File: config.mk
export PLATFORM = sky130hd
export DESIGN_NAME = laser_pulse_gen
export DESIGN_NICKNAME = d
export VERILOG_FILES = /design/src/rtl/laser_pulse_gen.sv
export SDC_FILE = /design/constraint.sdc
export NUM_CORES = 1
export LEC_CHECK = 0
export BUFFER_PORTS_ARGS = -buffer_cell sky130_fd_sc_hd__buf_2
export CORE_MARGIN = 2
export CORE_UTILIZATION = 35
export CTS_BUF_LIST = sky130_fd_sc_hd__clkbuf_4 sky130_fd_sc_hd__clkbuf_8
export CTS_CLUSTER_DIAMETER = 200
export DETAILED_ROUTE_END_ITERATION = 6
export HOLD_SLACK_MARGIN = 0.05
export PLACE_DENSITY = 0.52
export SLEW_MARGIN = 20
export SYNTH_ARGS = -nofsm -noshare
export SYNTH_HDL_FRONTEND = slang
export SYNTH_SLANG_ARGS = --single-unit
File: constraint.sdc
create_clock -name clk -period 3.6 [get_ports clk]
set_input_delay 0.36 -clock clk [delete_from_list [all_inputs] [get_ports clk]]
set_output_delay 0.36 -clock clk [all_outputs]
set_load 0.01 [all_outputs]
File: src/rtl/laser_pulse_gen.sv
// Trigger-driven laser pulse sequencer: delay, pulse, then round-robin advance over the channel mask.
// Defining LASER_PULSE_CNT_EN adds the 32-bit completed-pulse counter output pulse_cnt.
module laser_pulse_gen #(
    parameter int  CH_NUM = 4,
    parameter int  CNT_W  = 16,
    localparam int SEL_W  = (CH_NUM > 1) ? $clog2(CH_NUM) : 1
) (
    input  logic              clk,
    input  logic              rst_n,
    input  logic              laser_enable,
    input  logic              send_en,
    input  logic              auto_mode,
    input  logic [CNT_W-1:0]  cfg_delay,
    input  logic [CNT_W-1:0]  cfg_width,
    input  logic [CNT_W-1:0]  cfg_period,
    input  logic [CH_NUM-1:0] ch_mask,
    output logic [CH_NUM-1:0] send_data,
    output logic              busy,
    output logic [SEL_W-1:0]  ch_sel,
    output logic              trig_drop
`ifdef LASER_PULSE_CNT_EN
    ,
    output logic [31:0]       pulse_cnt
`endif
);

    typedef enum logic [1:0] {
        IDLE  = 2'd0,
        DELAY = 2'd1,
        PULSE = 2'd2
    } state_t;

    localparam logic [CNT_W-1:0]  CNT_ZERO = {CNT_W{1'b0}};
    localparam logic [CNT_W-1:0]  CNT_ONE  = {{(CNT_W-1){1'b0}}, 1'b1};
    localparam logic [CH_NUM-1:0] CH_ZERO  = {CH_NUM{1'b0}};

    state_t              state_r;
    logic [CNT_W-1:0]    cnt_r;
    logic [CNT_W-1:0]    dly_sh_r;
    logic [CNT_W-1:0]    wid_sh_r;
    logic [CNT_W-1:0]    per_cnt_r;
    logic [SEL_W-1:0]    ch_sel_r;
    logic [CH_NUM-1:0]   send_data_r;
    logic                busy_r;
    logic                trig_drop_r;
`ifdef LASER_PULSE_CNT_EN
    logic [31:0]         pulse_cnt_r;
`endif

    logic                tick_s;
    logic                trig_s;
    logic                accept_s;
    logic [SEL_W-1:0]    fire_ch_s;
    logic [SEL_W-1:0]    adv_ch_s;

    // First set mask bit at or above start, else the lowest set bit (wrap); fallback when mask is empty.
    function automatic logic [SEL_W-1:0] next_set(input logic [CH_NUM-1:0] mask,
                                                  input int start,
                                                  input logic [SEL_W-1:0] fallback);
        logic [SEL_W-1:0] low_idx;
        logic [SEL_W-1:0] above_idx;
        logic             low_ok;
        logic             above_ok;
        low_idx   = fallback;
        above_idx = fallback;
        low_ok    = 1'b0;
        above_ok  = 1'b0;
        for (int k = 0; k < CH_NUM; k++) begin
            if (mask[k] && !low_ok) begin
                low_idx = SEL_W'(k);
                low_ok  = 1'b1;
            end
            if (mask[k] && !above_ok && (k >= start)) begin
                above_idx = SEL_W'(k);
                above_ok  = 1'b1;
            end
        end
        if (above_ok) begin
            return above_idx;
        end else if (low_ok) begin
            return low_idx;
        end else begin
            return fallback;
        end
    endfunction

    function automatic logic [CH_NUM-1:0] one_hot(input logic [SEL_W-1:0] idx);
        logic [CH_NUM-1:0] v;
        for (int k = 0; k < CH_NUM; k++) begin
            v[k] = (SEL_W'(k) == idx);
        end
        return v;
    endfunction

    // Trigger source selection and acceptance qualification.
    always_comb begin
        tick_s = 1'b0;
        if (auto_mode && laser_enable && (cfg_period != CNT_ZERO)) begin
            tick_s = (per_cnt_r >= (cfg_period - CNT_ONE));
        end else begin
            tick_s = 1'b0;
        end
        trig_s    = auto_mode ? tick_s : send_en;
        accept_s  = trig_s && (state_r == IDLE) && laser_enable && (ch_mask != CH_ZERO);
        fire_ch_s = next_set(ch_mask, int'(ch_sel_r), ch_sel_r);
        adv_ch_s  = next_set(ch_mask, int'(ch_sel_r) + 1, ch_sel_r);
    end

    // Auto-mode period counter; held at zero whenever auto firing is not armed.
    always_ff @(posedge clk) begin
        if (!rst_n) begin
            per_cnt_r <= CNT_ZERO;
        end else if (auto_mode && laser_enable && (cfg_period != CNT_ZERO)) begin
            if (tick_s) begin
                per_cnt_r <= CNT_ZERO;
            end else begin
                per_cnt_r <= per_cnt_r + CNT_ONE;
            end
        end else begin
            per_cnt_r <= CNT_ZERO;
        end
    end

    // Pulse FSM with registered outputs; dropping laser_enable aborts without advancing ch_sel.
    always_ff @(posedge clk) begin
        if (!rst_n) begin
            state_r     <= IDLE;
            cnt_r       <= CNT_ZERO;
            dly_sh_r    <= CNT_ZERO;
            wid_sh_r    <= CNT_ZERO;
            ch_sel_r    <= {SEL_W{1'b0}};
            send_data_r <= CH_ZERO;
            busy_r      <= 1'b0;
            trig_drop_r <= 1'b0;
`ifdef LASER_PULSE_CNT_EN
            pulse_cnt_r <= 32'd0;
`endif
        end else begin
            trig_drop_r <= trig_s && !accept_s;
            case (state_r)
                IDLE: begin
                    if (accept_s) begin
                        dly_sh_r <= cfg_delay;
                        wid_sh_r <= (cfg_width == CNT_ZERO) ? CNT_ONE : cfg_width;
                        cnt_r    <= CNT_ZERO;
                        ch_sel_r <= fire_ch_s;
                        busy_r   <= 1'b1;
                        if (cfg_delay == CNT_ZERO) begin
                            state_r     <= PULSE;
                            send_data_r <= one_hot(fire_ch_s);
                        end else begin
                            state_r <= DELAY;
                        end
                    end else begin
                        send_data_r <= CH_ZERO;
                        busy_r      <= 1'b0;
                    end
                end
                DELAY: begin
                    if (!laser_enable) begin
                        state_r     <= IDLE;
                        cnt_r       <= CNT_ZERO;
                        busy_r      <= 1'b0;
                        send_data_r <= CH_ZERO;
                    end else if (cnt_r == (dly_sh_r - CNT_ONE)) begin
                        state_r     <= PULSE;
                        cnt_r       <= CNT_ZERO;
                        send_data_r <= one_hot(ch_sel_r);
                    end else begin
                        cnt_r <= cnt_r + CNT_ONE;
                    end
                end
                PULSE: begin
                    if (!laser_enable) begin
                        state_r     <= IDLE;
                        cnt_r       <= CNT_ZERO;
                        busy_r      <= 1'b0;
                        send_data_r <= CH_ZERO;
                    end else if (cnt_r == (wid_sh_r - CNT_ONE)) begin
                        state_r     <= IDLE;
                        cnt_r       <= CNT_ZERO;
                        busy_r      <= 1'b0;
                        send_data_r <= CH_ZERO;
                        ch_sel_r    <= adv_ch_s;
`ifdef LASER_PULSE_CNT_EN
                        pulse_cnt_r <= pulse_cnt_r + 32'd1;
`endif
                    end else begin
                        cnt_r <= cnt_r + CNT_ONE;
                    end
                end
                default: begin
                    state_r     <= IDLE;
                    cnt_r       <= CNT_ZERO;
                    busy_r      <= 1'b0;
                    send_data_r <= CH_ZERO;
                end
            endcase
        end
    end

    assign send_data = send_data_r;
    assign busy      = busy_r;
    assign ch_sel    = ch_sel_r;
    assign trig_drop = trig_drop_r;
`ifdef LASER_PULSE_CNT_EN
    assign pulse_cnt = pulse_cnt_r;
`endif

endmodule

==> metrics.md <==
| Metric | Value |
|---|---|
| Final setup violation count | 0 |
| Largest net degree at the start of global routing | 51 |
| First-pass GRT wire length | 21.8 mm |
| Power Density | 317 nW/um^2 |
| Switch Pwr | 596 uW |
| Crit-path max cell delay | 530 ps |
| Total negative slack | 0 ps |
| Post-route ant nets | 0 |
| CP arrival | 3480 ps |
| Rel. slew slack | 53.2% |
| Resize count post-CTS | 0 |
| Filler cell count | 1,507 |
| Setup Skew | 10.7 ps |
| Hpwl dp | 9.83 mm |
| Worst Hold Slack | 237 ps |
| Routed vias | 4,714 |
| #FFs+latches synth | 74 |
| Status | finished, final reports clean |
| Final worst path period share | 88.7% |
| Endpoints failing hold | 0 |
| GRT Residual Overflow | 0 |
| Clk Latency, worst-skew pair | 370 ps |
| Synth cell types | 69 |
| Critical Path End Type | register |
| Cell Area, Placed | 5740 sq um |
| Leak | 2.28 nW |
| Initial antenna violation count | 0 |
| Hold Path Class | input port to register |
| Final wirelength | 13.0 mm |
| CORE AREA | 14,500 sq um |
| Gpl congestion | 0.852 |
| Net Sw Frac | 31.8% |
| Clk pwr share | 31.0% |
| Slowest-stage cell, CP | or4_1 |
| Comb pwr share | 22.2% |
| Yosys top cell by area | dfxtp_1 |
| Diode count | 0 |
| Post-synth top cells | 92 x nor2_1, 74 x dfxtp_1, 44 x xnor2_1 |
| Hold buffers post-CTS | 0 |
| I/O pin cnt | 65 |
| Startpoint types | input port |
| Worst path bufs/invs | 3 |
| Hold_sp | cfg_width[1] |
| RSZ-0062 raised after global routing | false |
| Vias in the first global route | 4,478 |
| Worst-Margin Slew | 696 ps |
| Via/cell ratio | 5.26 |
| Seq pwr share | 46.8% |
| CTS clk-pin slew, worst paths | 80 ps |
| Syn avg cell area | 7.99 sq um |
| Fin area | 5910 sq um |
| Routed WL per cell | 14.5 microns |
| Post-Syn Nets | 731 |
| FP Rows | 44 |
| Async set-reset flop share out of synthesis | 0% |
| Port Buffer Count | 64 |
| Synth area leaders | dfxtp_1 29%, xnor2_1 7.4%, nor2_1 6.7% |
| CP Class | input port to register |
| CTS root buf | clkbuf_8 |
| Die X | 126 microns |
| Chip height | 126 microns |
| Clock sink count | 74 |
| Most common cell in the netlist | nor2_1 |
| Required @ worst endpoint | 3890 ps |
| Yosys top cell area share | 28.5% |
| Internal | 1.28 mW |
| Post-CTS Setup Bufs | 0 |
| First-pass iteration count of the detailed router | 4 |
| Crit-path cells | buf_2 > or4_1 > or3_1 > inv_1 > nand2_1 > xor2_1 > ha_1 > and3_1 > nand4_1 > o2111ai_1 > nand3_1 > buf_4 > nor4_1 > xnor2_1 > a211oi_2 |
| TritonCTS clock tree | built |
| Initial Util | 35.7% |
| Share of layout cells above drive strength 1 | 16.4% |
| # DRC | 0 |
| Cells after Synth | 650 |
| Clk buf depth | 2 |
| Max Slew Vio Count | 0 |
| TritonCTS buffer count | 9 |
| Worst reg2reg path startpoint | wid_sh_r[9] |
| Top FF cell, synth | dfxtp_1 |
| Ys Warns | 0 |
| Critical Path Source | cfg_period[9] |
| H-Tree Depth | 3 |
| Post-synth EDFFs | 0 |
| Starting DRT DRC Count | 302 |
| Register area share after synthesis | 28.5% |
| Post-synthesis cell area | 5190 sq um |
| Max-cap violations | 0 |
| Largest delay contributor family on the critical path | simple AND/OR/NAND/NOR gates |
| Crit path time final | 3190 ps |
| Final nets | 788 |
| GRT Total Usage | 16.8% |
| Max Freq | 313 MHz |
| Area Growth Syn to Fin | 13.9% |
| Full die area | 15,800 sq um |
| Peak fanout along the critical path | 10 |
| VDD IR max | 222 uV |
worst reg2reg max path: cells and delay by family (launching register included):
family,cells,cell delay [ps]
flip-flops,1,400
AO/OA/AOI/OAI,2,270
AND/OR/NAND/NOR,5,1680
XOR/XNOR,1,180
buffers and inverters,1,260
cell usage in the layout, fill, tap and decap left out, drive strengths merged, types with 5 or more instances in the layout:
master	instances
mux2i	31
and2	6
a21oi	29
dfxtp	74
nor3	25
nand2	38
clkbuf	9
xor2	33
xnor2	44
o21ai	24
nor2	92
buf	79
inv	30
nand2b	5
nand4	16
nand3	27
a31oi	5
nor4	19
and3	13
a211oi	18
ha	24
nor2b	5
final cells by class:
| cell class | instances | area [sq um] | area share [%] |
|---|---|---|---|
| Inverter | 30 | 113 | 1.90 |
| Tap cell | 184 | 230 | 3.89 |
| Sequential cell | 74 | 1480 | 25.1 |
| Multi-Input combinational cell | 513 | 3460 | 58.5 |
| Clock buffer | 9 | 124 | 2.09 |
| Timing Repair Buffer | 79 | 458 | 7.74 |
| Clock inverter | 7 | 46.3 | 0.783 |
layer usage:
layer | up-vias | wire length, microns | GRT usage, %
met2 | 92 | 5760 | 26.8
li1 | 2439 | - | -
met3 | 13 | 519 | 3.48
met4 | 0 | 135 | 4.72
met1 | 2170 | 6550 | 23.0
met5 | - | 0 | 0
path summary, 6_finish.rpt:
| path | end | slack [ps] | cells past startpoint |
|---|---|---|---|
| hold / removal | wid_sh_r[1] | 240 | 3 |
| hold reg to reg | send_data[1] | 470 | 2 |
| setup / recovery | cnt_r[9] | 410 | 15 |
| setup reg to reg | cnt_r[14] | 670 | 9 |
per-stage QoR:
stage	setup WS (ps)	cells	util [%]	power [mW]
after global placement	78.9	880	39.5	1.30
final	407	896	40.7	1.87
after detailed placement	17.5	880	39.5	1.31
after global routing	92.7	896	40.7	1.98
after floorplan	115	650	-	1.18
after CTS	407	896	40.7	1.90
flip-flops by register name, indices dropped and copies added (netlist names):
register / cells
state_r: 2
cnt_r: 16
busy: 1
ch_sel: 2
send_data: 4
wid_sh_r: 16
per_cnt_r: 16
dly_sh_r: 16
trig_drop: 1
power by group through the flow:
stage / logic, mW / registers (mW) / clock network, mW
6_report: 0.416 / 0.877 / 0.580
5_1_grt: 0.464 / 0.881 / 0.634
4_1_cts: 0.418 / 0.876 / 0.605
3_5_place_dp: 0.416 / 0.895 / 0
3_3_place_gp: 0.408 / 0.894 / 0
2_1_floorplan: 0.302 / 0.879 / 0
kinds of logic (layout without fill, tap and decap cells):
family	after synthesis	after routing	synth area share (%)
adder cells (fa/ha/maj)	24	24	5.78
flip-flops	74	74	28.5
XOR/XNOR	77	77	13.0
AO/OA/AOI/OAI	115	115	15.7
multiplexers	34	34	6.70
AND/OR/NAND/NOR	263	263	25.5
buffers and inverters	63	125	4.82
Note: power is estimated with default switching activity, not from simulation.
